`src/rtl/feed_msg_decoder_if.sv`:
```
// Handshake and command bundle between the feed byte source, the message decoder and the
// book builder.
//   in_data/in_valid/in_ready : feed byte stream (transfer = in_valid & in_ready)
//   book_ready                : book builder can take a command
//   start + operands          : one command per decoded message
//   msg_count/err_count       : saturating good/bad message counters
//   msg_error                 : one-cycle pulse per error event
// slave is the decoder side; master is the feed/book side, which the bench also uses.
interface feed_msg_decoder_if #(
  parameter int unsigned STOCK_W = 2,
  parameter int unsigned ORDER_W = 16,
  parameter int unsigned PRICE_W = 16,
  parameter int unsigned QTY_W   = 16
);
  logic [7:0]         in_data;
  logic               in_valid;
  logic               in_ready;
  logic               book_ready;
  logic               start;
  logic [2:0]         request;
  logic [STOCK_W-1:0] stock_to_add;
  logic [ORDER_W-1:0] order_id;
  logic               side;
  logic [PRICE_W-1:0] price;
  logic [QTY_W-1:0]   quantity;
  logic               delete;
  logic [15:0]        msg_count;
  logic [15:0]        err_count;
  logic               msg_error;

  modport slave (
    input  in_data, in_valid, book_ready,
    output in_ready, start, request, stock_to_add, order_id, side, price, quantity, delete,
           msg_count, err_count, msg_error
  );

  modport master (
    output in_data, in_valid, book_ready,
    input  in_ready, start, request, stock_to_add, order_id, side, price, quantity, delete,
           msg_count, err_count, msg_error
  );
endinterface

```
`src/rtl/feed_msg_decoder.sv`:
```
// Market-data feed decoder. Parses big-endian Add ('A', 9 bytes), Cancel ('X', 4 bytes) and
// Execute ('E', 6 bytes) messages from a byte stream and issues one command per valid message
// to the book builder.
// Ports:
//   clk_100mhz : system clock
//   reset      : asynchronous active-high reset
//   bus        : feed_msg_decoder_if.slave (byte stream in, command/counters out)
module feed_msg_decoder #(
  parameter int unsigned STOCK_W = 2,
  parameter int unsigned ORDER_W = 16,
  parameter int unsigned PRICE_W = 16,
  parameter int unsigned QTY_W   = 16,
  parameter int unsigned TIMEOUT = 1000
) (
  input logic                clk_100mhz,
  input logic                reset,
  feed_msg_decoder_if.slave  bus
);

  localparam logic [1:0] StIdle   = 2'd0;
  localparam logic [1:0] StFields = 2'd1;
  localparam logic [1:0] StIssue  = 2'd2;

  localparam logic [7:0] TypeAdd = 8'h41;
  localparam logic [7:0] TypeCxl = 8'h58;
  localparam logic [7:0] TypeExe = 8'h45;

  localparam int unsigned   TW       = $clog2(TIMEOUT + 1);
  localparam logic [TW-1:0] IdleLast = TW'(TIMEOUT - 1);
  localparam logic [8:0]    StockLim = 9'(1 << STOCK_W);

  logic [1:0]  state_q, state_d;
  logic [7:0]  type_q, type_d;
  logic [3:0]  cnt_q, cnt_d;
  logic        ok_q, ok_d;
  logic [TW-1:0] idle_q, idle_d;
  // Raw wire-width field accumulators; cleared at each message start so unused fields read 0.
  logic [7:0]  acc_stk_q, acc_stk_d;
  logic [15:0] acc_oid_q, acc_oid_d;
  logic        acc_sid_q, acc_sid_d;
  logic [15:0] acc_prc_q, acc_prc_d;
  logic [15:0] acc_qty_q, acc_qty_d;
  // Command outputs, loaded only on entry to StIssue.
  logic [2:0]         req_q, req_d;
  logic [STOCK_W-1:0] stk_q, stk_d;
  logic [ORDER_W-1:0] oid_q, oid_d;
  logic               sid_q, sid_d;
  logic [PRICE_W-1:0] prc_q, prc_d;
  logic [QTY_W-1:0]   qty_q, qty_d;
  logic               del_q, del_d;
  logic        start_q, start_d;
  logic        err_q, err_d;
  logic [15:0] msg_cnt_q, msg_cnt_d;
  logic [15:0] err_cnt_q, err_cnt_d;

  logic       in_ready;
  logic       accept;
  logic [3:0] last_idx;

  assign in_ready = ~reset & (state_q != StIssue);
  assign accept   = bus.in_valid & in_ready;
  assign last_idx = (type_q == TypeAdd) ? 4'd8 : (type_q == TypeCxl) ? 4'd3 : 4'd5;

  always_comb begin
    state_d   = state_q;
    type_d    = type_q;
    cnt_d     = cnt_q;
    ok_d      = ok_q;
    idle_d    = idle_q;
    acc_stk_d = acc_stk_q;
    acc_oid_d = acc_oid_q;
    acc_sid_d = acc_sid_q;
    acc_prc_d = acc_prc_q;
    acc_qty_d = acc_qty_q;
    req_d     = req_q;
    stk_d     = stk_q;
    oid_d     = oid_q;
    sid_d     = sid_q;
    prc_d     = prc_q;
    qty_d     = qty_q;
    del_d     = del_q;
    start_d   = 1'b0;
    err_d     = 1'b0;

    case (state_q)
      StIdle: begin
        if (accept) begin
          if (bus.in_data == TypeAdd || bus.in_data == TypeCxl || bus.in_data == TypeExe) begin
            type_d    = bus.in_data;
            cnt_d     = 4'd1;
            ok_d      = 1'b1;
            idle_d    = '0;
            acc_stk_d = '0;
            acc_oid_d = '0;
            acc_sid_d = 1'b0;
            acc_prc_d = '0;
            acc_qty_d = '0;
            state_d   = StFields;
          end else begin
            err_d = 1'b1;  // unknown type byte is dropped to resync
          end
        end
      end
      StFields: begin
        if (accept) begin
          idle_d = '0;
          cnt_d  = cnt_q + 4'd1;
          case (cnt_q)
            4'd1: begin
              acc_stk_d = bus.in_data;
              if ({1'b0, bus.in_data} >= StockLim) ok_d = 1'b0;
            end
            4'd2: acc_oid_d[15:8] = bus.in_data;
            4'd3: acc_oid_d[7:0]  = bus.in_data;
            4'd4: begin
              if (type_q == TypeAdd) begin
                if (bus.in_data == 8'h53)      acc_sid_d = 1'b1;
                else if (bus.in_data != 8'h42) ok_d = 1'b0;
              end else begin
                acc_qty_d[15:8] = bus.in_data;
              end
            end
            4'd5: begin
              if (type_q == TypeAdd) acc_prc_d[15:8] = bus.in_data;
              else                   acc_qty_d[7:0]  = bus.in_data;
            end
            4'd6: acc_prc_d[7:0]  = bus.in_data;
            4'd7: acc_qty_d[15:8] = bus.in_data;
            4'd8: acc_qty_d[7:0]  = bus.in_data;
            default: ;
          endcase
          if (cnt_q == last_idx) begin
            if (ok_d) begin
              state_d = StIssue;
              // book_ready seen now yields start in the first StIssue cycle.
              start_d = bus.book_ready;
              req_d   = (type_q == TypeAdd) ? 3'd1 : (type_q == TypeCxl) ? 3'd2 : 3'd3;
              stk_d   = acc_stk_d[STOCK_W-1:0];
              oid_d   = acc_oid_d[ORDER_W-1:0];
              sid_d   = acc_sid_d;
              prc_d   = acc_prc_d[PRICE_W-1:0];
              qty_d   = acc_qty_d[QTY_W-1:0];
              del_d   = (type_q == TypeCxl);
            end else begin
              err_d   = 1'b1;
              state_d = StIdle;
            end
          end
        end else if (idle_q == IdleLast) begin
          err_d   = 1'b1;
          state_d = StIdle;
        end else begin
          idle_d = idle_q + TW'(1);
        end
      end
      StIssue: begin
        if (start_q)             state_d = StIdle;
        else if (bus.book_ready) start_d = 1'b1;
      end
      default: state_d = StIdle;
    endcase

    msg_cnt_d = (start_q && msg_cnt_q != 16'hFFFF) ? msg_cnt_q + 16'd1 : msg_cnt_q;
    err_cnt_d = (err_d && err_cnt_q != 16'hFFFF) ? err_cnt_q + 16'd1 : err_cnt_q;
  end

  always_ff @(posedge clk_100mhz or posedge reset) begin
    if (reset) begin
      state_q   <= StIdle;
      type_q    <= '0;
      cnt_q     <= '0;
      ok_q      <= 1'b0;
      idle_q    <= '0;
      acc_stk_q <= '0;
      acc_oid_q <= '0;
      acc_sid_q <= 1'b0;
      acc_prc_q <= '0;
      acc_qty_q <= '0;
      req_q     <= '0;
      stk_q     <= '0;
      oid_q     <= '0;
      sid_q     <= 1'b0;
      prc_q     <= '0;
      qty_q     <= '0;
      del_q     <= 1'b0;
      start_q   <= 1'b0;
      err_q     <= 1'b0;
      msg_cnt_q <= '0;
      err_cnt_q <= '0;
    end else begin
      state_q   <= state_d;
      type_q    <= type_d;
      cnt_q     <= cnt_d;
      ok_q      <= ok_d;
      idle_q    <= idle_d;
      acc_stk_q <= acc_stk_d;
      acc_oid_q <= acc_oid_d;
      acc_sid_q <= acc_sid_d;
      acc_prc_q <= acc_prc_d;
      acc_qty_q <= acc_qty_d;
      req_q     <= req_d;
      stk_q     <= stk_d;
      oid_q     <= oid_d;
      sid_q     <= sid_d;
      prc_q     <= prc_d;
      qty_q     <= qty_d;
      del_q     <= del_d;
      start_q   <= start_d;
      err_q     <= err_d;
      msg_cnt_q <= msg_cnt_d;
      err_cnt_q <= err_cnt_d;
    end
  end

  assign bus.in_ready     = in_ready;
  assign bus.start        = start_q;
  assign bus.request      = req_q;
  assign bus.stock_to_add = stk_q;
  assign bus.order_id     = oid_q;
  assign bus.side         = sid_q;
  assign bus.price        = prc_q;
  assign bus.quantity     = qty_q;
  assign bus.delete       = del_q;
  assign bus.msg_count    = msg_cnt_q;
  assign bus.err_count    = err_cnt_q;
  assign bus.msg_error    = err_q;

endmodule

```
`src/flat_wrapper.sv`:
```
// flat-port wrapper written by rule: the top's interface ports become plain ports
module feed_msg_decoder_flat 
#(
  parameter int unsigned STOCK_W = 2,
  parameter int unsigned ORDER_W = 16,
  parameter int unsigned PRICE_W = 16,
  parameter int unsigned QTY_W   = 16,
  parameter int unsigned TIMEOUT = 1000
)
  (clk_100mhz, reset, bus_in_data, bus_in_valid, bus_book_ready, bus_in_ready, bus_start, bus_request, bus_stock_to_add, bus_order_id, bus_side, bus_price, bus_quantity, bus_delete, bus_msg_count, bus_err_count, bus_msg_error);
  feed_msg_decoder_if #(.STOCK_W(STOCK_W), .ORDER_W(ORDER_W), .PRICE_W(PRICE_W), .QTY_W(QTY_W)) bus_i ();
  input logic clk_100mhz;
  input logic reset;
  input wire logic [$bits(bus_i.in_data)-1:0] bus_in_data;
  input wire logic [$bits(bus_i.in_valid)-1:0] bus_in_valid;
  input wire logic [$bits(bus_i.book_ready)-1:0] bus_book_ready;
  output wire logic [$bits(bus_i.in_ready)-1:0] bus_in_ready;
  output wire logic [$bits(bus_i.start)-1:0] bus_start;
  output wire logic [$bits(bus_i.request)-1:0] bus_request;
  output wire logic [$bits(bus_i.stock_to_add)-1:0] bus_stock_to_add;
  output wire logic [$bits(bus_i.order_id)-1:0] bus_order_id;
  output wire logic [$bits(bus_i.side)-1:0] bus_side;
  output wire logic [$bits(bus_i.price)-1:0] bus_price;
  output wire logic [$bits(bus_i.quantity)-1:0] bus_quantity;
  output wire logic [$bits(bus_i.delete)-1:0] bus_delete;
  output wire logic [$bits(bus_i.msg_count)-1:0] bus_msg_count;
  output wire logic [$bits(bus_i.err_count)-1:0] bus_err_count;
  output wire logic [$bits(bus_i.msg_error)-1:0] bus_msg_error;
  assign bus_i.in_data = bus_in_data;
  assign bus_i.in_valid = bus_in_valid;
  assign bus_i.book_ready = bus_book_ready;
  assign bus_in_ready = bus_i.in_ready;
  assign bus_start = bus_i.start;
  assign bus_request = bus_i.request;
  assign bus_stock_to_add = bus_i.stock_to_add;
  assign bus_order_id = bus_i.order_id;
  assign bus_side = bus_i.side;
  assign bus_price = bus_i.price;
  assign bus_quantity = bus_i.quantity;
  assign bus_delete = bus_i.delete;
  assign bus_msg_count = bus_i.msg_count;
  assign bus_err_count = bus_i.err_count;
  assign bus_msg_error = bus_i.msg_error;
  feed_msg_decoder #(.STOCK_W(STOCK_W), .ORDER_W(ORDER_W), .PRICE_W(PRICE_W), .QTY_W(QTY_W), .TIMEOUT(TIMEOUT)) u_core (.clk_100mhz(clk_100mhz), .reset(reset), .bus(bus_i));
endmodule
```
`config.mk`:
```
export PLATFORM = sky130hd
export DESIGN_NAME = feed_msg_decoder_flat
export DESIGN_NICKNAME = d
export VERILOG_FILES = /design/src/rtl/feed_msg_decoder_if.sv /design/src/rtl/feed_msg_decoder.sv /design/src/flat_wrapper.sv
export SDC_FILE = /design/constraint.sdc
export NUM_CORES = 1
export LEC_CHECK = 0
export CELL_PAD_IN_SITES_DETAIL_PLACEMENT = 2
export CELL_PAD_IN_SITES_GLOBAL_PLACEMENT = 2
export CORE_MARGIN = 4
export CORE_UTILIZATION = 36
export CTS_BUF_LIST = sky130_fd_sc_hd__clkbuf_2 sky130_fd_sc_hd__clkbuf_4 sky130_fd_sc_hd__clkbuf_8
export DETAILED_ROUTE_END_ITERATION = 8
export PLACE_DENSITY = 0.92
export SLEW_MARGIN = 0
export SYNTH_ARGS = -nofsm -noshare
export SYNTH_HDL_FRONTEND = slang
export SYNTH_SLANG_ARGS = --single-unit
```
`constraint.sdc`:
```
create_clock -name clk_100mhz -period 7.1 [get_ports clk_100mhz]
set_input_delay 0.71 -clock clk_100mhz [delete_from_list [all_inputs] [get_ports clk_100mhz]]
set_output_delay 0.71 -clock clk_100mhz [all_outputs]
set_load 0.1 [all_outputs]
```
## After elaboration in Yosys (flattened, before gate mapping)

Cells that the tools add are included.

| storage, ports and cells | value |
|---|---|
| memories kept | 0 |
| output and inout port bits | 90 |
| latch bits | 0 |
| memory bits (writable) | 0 |
| bits in read-only memories | 0 |
| word-level logic and storage cells | 143 |
| bits of input ports | 12 |
| bits in registers | 165 |

| operators by class | value |
|---|---|
| div/mod/pow operators | 0 |
| shift operators | 0 |
| reductions and logical operators | 11 |
| $lt $le $gt $ge | 1 |
| add/subtract/negate cells | 4 |
| equal/unequal tests | 29 |
| multiplexer cells | 74 |
| multipliers | 0 |
| bitwise logic cells | 3 |

Operators with widths:

| cell | count |
|---|---|
| 16-bit case mux with 2 select lines | 3 |
| 16-bit two-way mux | 5 |
| 8-bit two-way mux | 7 |
| 8-bit by 7-bit equality test with 1-bit output (second input constant) | 6 |
| 10-bit two-way mux | 4 |
| 16-bit by 1-bit adder with 16-bit output (second input constant) | 2 |
| 16-bit != test (second input constant) | 2 |
| 8-bit case mux with 2 select lines | 2 |
| 1-bit two-way mux | 27 |
| 2-bit two-way mux | 11 |
| 10-bit case mux with 2 select lines | 1 |
| 4-bit by 3-bit equality test with 1-bit output (second input constant) | 4 |
| 4-bit two-way mux | 4 |
| 4-bit AND reduction | 3 |
| 10-bit by 1-bit adder with 10-bit output (second input constant) | 1 |
| 10-bit equality test (second input constant) | 1 |
| 1-bit case mux with 2 select lines | 5 |
| 4-bit by 2-bit equality test with 1-bit output (second input constant) | 2 |
| 8-bit by 3-bit >= comparator with 1-bit output (second input constant) | 1 |
| 2-bit by 1-bit != test with 1-bit output (second input constant) | 4 |
| 8-bit by 7-bit != test with 1-bit output (second input constant) | 1 |
| 4-bit case mux with 2 select lines | 1 |
| 3-bit two-way mux | 2 |
| 2-bit case mux with 3 select lines | 1 |
| 19 further kinds | 22 |

## Depth between registers and ports, before layout

| logic depth | value |
|---|---|
| depth in word-level cells | 12 |
| mapped depth | 11 |
| gate-level depth less buffers | 9 |

## Worst setup path after synthesis

No wires, ideal clock.

| path | value |
|---|---|
| path type | input -> register |
| from | input port reset |
| to | register u_core.acc_qty_q[10] |
| slack | 3.716 ns |
| library setup time | 0.121 ns |
| required time | 6.979 ns |
| stages on the path | 6 |
| buffers on the path | 1 |
| data arrival time | 3.263 ns |
| path through | nor2_1 nand2_1 nor2_1 clkbuf_1 nand2_1 a22o_1 |

| between the ends | value |
|---|---|
| word-level cells in the longest chain between the ends | 5 |
| elaborated cells between the ends (all ways) | 6 |
| those cells by class | eq/ne (2); bitwise (3); reduce/logical (1) |

RTL lines:

| item | RTL line | text |
|---|---|---|
| from (decl) | flat_wrapper.sv:13 | `input logic reset;` |
| 1-bit inverter * | feed_msg_decoder.sv:60 | `assign in_ready = ~reset & (state_q != StIssue);` |
| 1-bit bitwise AND * | feed_msg_decoder.sv:60 |  |
| 1-bit bitwise AND * | feed_msg_decoder.sv:61 | `assign accept = bus.in_valid & in_ready;` |
| 2-bit by 1-bit != test with 1-bit output (no line) | -- |  |
| 4-bit AND reduction (no line) * | -- |  |
| to (signal assigned) | feed_msg_decoder.sv:200 | `acc_qty_q <= acc_qty_d;` |
| to (decl) | feed_msg_decoder.sv:42 | `logic [15:0] acc_qty_q, acc_qty_d;` |

Mark *: on every way between the ends. The rest lies on a longest branch, timed or not.
A chain may end at the register's enable or synchronous reset.

## Worst setup path after layout

| path | value |
|---|---|
| from | input port bus_in_data[0] |
| to | register u_core.acc_prc_q[7] |

| between the ends | value |
|---|---|
| word-level cells in the longest chain between the ends | 5 |
| elaborated cells between the ends (all ways) | 7 |
| those cells by class | eq/ne (4); reduce/logical (3) |

RTL lines:

| item | RTL line | text |
|---|---|---|
| from (decl) | flat_wrapper.sv:14 | `input wire logic [$bits(bus_i.in_data)-1:0] bus_in_data;` |
| 8-bit by 7-bit equality test with 1-bit output | feed_msg_decoder.sv:88 | `if (bus.in_data == TypeAdd \|\| bus.in_data == TypeCxl \|\| bus.in_data == TypeExe) begin` |
| 1-bit logical OR | feed_msg_decoder.sv:88 |  |
| 1-bit logical OR * | feed_msg_decoder.sv:88 |  |
| 2-bit by 1-bit != test with 1-bit output (no line) * | -- |  |
| 4-bit AND reduction (no line) * | -- |  |
| to (signal assigned) | feed_msg_decoder.sv:199 | `acc_prc_q <= acc_prc_d;` |
| to (decl) | feed_msg_decoder.sv:41 | `logic [15:0] acc_prc_q, acc_prc_d;` |

Marked as above.

==> impl_metrics.toml <==
[status]
outcome = "completed"

[setup_path]
arrival_ns = 4.56
start_kind = "input pin"
endpoint_kind = "register"
worstSetupPathType = "input pin to register"
cp_max_fo = 22
worstPathRequired_ns = 7.50

[cts]
post_cts_resized = 0
postCtsSetupRepairBufs = 0
cts_buffers = 17
clkLatencyLatePin_ns = 0.47
htree_levels = 4
cts_num_sinks = 164
cts_tree = "yes"
clock_path_buffers = 2
cts-root-buf = "clkbuf_8"
cts.clk_slew.worst_paths_ns = 0.09
cts_hold_buf = 0

[timing]
fmax_mhz = 240
relSlewSlack_pct = 22.0
rsz0062_at_grt = "false"
tns_ns = 0
setup_viol = 0
finalMaxSlewViolations = 0
finalClockSkew_ns = 0.0173
period_minus_slack_ns = 4.16
fin_ws_ns = 2.94
period_share_pct = 58.6
finalHoldViolations = 0
worst_slew_pin_slew_ns = 1.17

[floorplan]
fp.dieH_um = 153
start_util_pct = 36.9
num_rows = 52
die_width_um = 153
core_area_sq_mm = 0.0204
dieArea_sq_mm = 0.0233
ios = 102

[route]
vias = 6366
detail-route-antenna-nets = 0
drtPass1Iterations = 4
drc_errors = 0
drt_wl_total_mm = 26.3
drtIter0Drc = 454
viasPerCell = 5.66
routedWlPerCell_um = 23.4

[synth]
ys_ff_latch = 164
async_reset_ff_share_pct = 100
yosysMostFrequentCell = "dfrtp_1"
synth_largest_area_cell = "dfrtp_1"
yosysSeqAreaShare_pct = 54.4
synth_top_area_share_pct = 54.4
synth_edf_count = 0
syn-num-nets = 782
synth-main-ff-cell = "dfrtp_1"
synth.top_cells.by_count = "dfrtp_1 (164), nand2_1 (122), nor2_1 (76), o21ai_0 (54), a21oi_1 (44)"
synthCells = 760
syn_area_sq_mm = 0.00755
avgSynthCellArea_sq_um = 9.93
synth.area.top_cells = "dfrtp_1 (54%), nand2_1 (6.1%), nor2_1 (3.8%), o21ai_0 (3.6%), xnor2_1 (3.1%)"
synthDistinctLibCells = 72
ys.warnings.count = 0

[power]
ir_worst_vdd_uv = 176
report.power.total_mw = 3.78
p_leak_nw = 3.87
power_density_mw_per_mm2 = 413

[cells_and_area]
area_growth_pct = 21.3
instances_no_fill = 1124
drive_above_1_share_pct = 7.73
antennaDiodeCount = 0
postLayoutCoreUtil_pct = 44.8
nets = 864

[global_route]
grt_pass1_vias = 7159
grt.overflow.total = 0
track_usage_pct = 22.6
grt_max_degree = 109
grt_pass1_wl_mm = 41.9
antenna_found_initial = 0

[placement]
io_buffers = 100
placedCellCount = 1093
dpl.hpwl_mm = 17.3
place.gp.congestion = 0.780
place_ws_ns = 2.76

[worst_hold_path]
hp-class = "register to register"

[flow_run]
maxCapViolCount = 0
## final timing paths
| kind | startpoint | end | slack (ns) | cells past startpoint |
|---|---|---|---|---|
| setup reg to reg | u_core.state_q[1] | u_core.acc_prc_q[7] | 3.28 | 10 |
| hold / removal | u_core.type_q[6] | u_core.type_q[6] | 0.49 | 1 |
| max in group asynchronous | reset | u_core.cnt_q[1] | 4.73 | 3 |
| min in group asynchronous | reset | u_core.bus.msg_count[0] | 0.91 | 2 |
| setup / recovery | bus_in_data[0] | u_core.acc_prc_q[7] | 2.94 | 8 |
| hold reg to reg | u_core.type_q[6] | u_core.type_q[6] | 0.49 | 1 |
## power breakdown
| group | internal, mW | switching [mW] |
|---|---|---|
| sequential | 1.12 | 0.153 |
| combinational | 0.398 | 1.37 |
| clock | 0.371 | 0.366 |
## layer usage
layer | track usage, % | wire length, um
met1 | 28.0 | 10900
met3 | 3.66 | 987
met5 | 0 | 0
met4 | 8.53 | 721
met2 | 39.6 | 13700
## cells by family after synthesis
logic type / count (synthesis) / synth area share, %
other: 1 / 0.0497
buffers and inverters: 55 / 3.25
DFF: 164 / 54.4
AOI/OAI and AO/OA: 166 / 13.9
muxes: 28 / 3.81
and+or+nand+nor: 302 / 19.0
xor gates and xnor gates: 34 / 3.95
adders and majority gates: 10 / 1.66
## layout by cell type, fill, tap and decap left out, types with 19 or more instances in the layout
cell	netlist	routed
clkdlybuf4s50_1	0	100
nor2_1	76	75
clkbuf_8	1	19
xnor2_1	27	27
o21ai_0	54	54
a21oi_1	44	44
a31oi_1	19	19
nand3_1	25	25
nand2_1	122	122
dfrtp_1	164	164
mux2i_1	22	22
## worst max-delay path: stages
cell	delay, ns
clkdlybuf4s50_1	0.87
nor4bb_1	0.47
o21ai_0	0.28
o21ba_2	0.30
nor2_2	0.87
nand3_1	0.47
o21ai_0	0.38
a22o_1	0.19
## flip-flops by register name, indices dropped and copies added (netlist names), 4 cells and up
signal	cells
u_core.acc_oid_q	16
u_core.acc_prc_q	16
u_core.acc_qty_q	16
u_core.bus.err_count	16
u_core.bus.msg_count	16
u_core.bus.order_id	16
u_core.bus.price	16
u_core.bus.quantity	16
u_core.cnt_q	4
u_core.idle_q	10
u_core.type_q	8
## cell type report
class                           instances  area [sq um]
Fill cell                            2146         11300
Timing Repair Buffer                  103          1020
Sequential cell                       164          4100
Inverter                               15          61.3
Multi-Input combinational cell        541          3200
Tap cell                              270           338
Clock inverter                         11           151
Clock buffer                           20           269
## per-stage QoR
stage | hold slack (ns) | instance area [sq um]
6_report | 0.490 | 9150
5_1_grt | 0.508 | 9150
4_1_cts | 0.496 | 9150
3_5_place_dp | 0.474 | 8730
3_3_place_gp | 0.442 | 8730
2_1_floorplan | 0.425 | 7550
(Power assumes the default switching activity.)
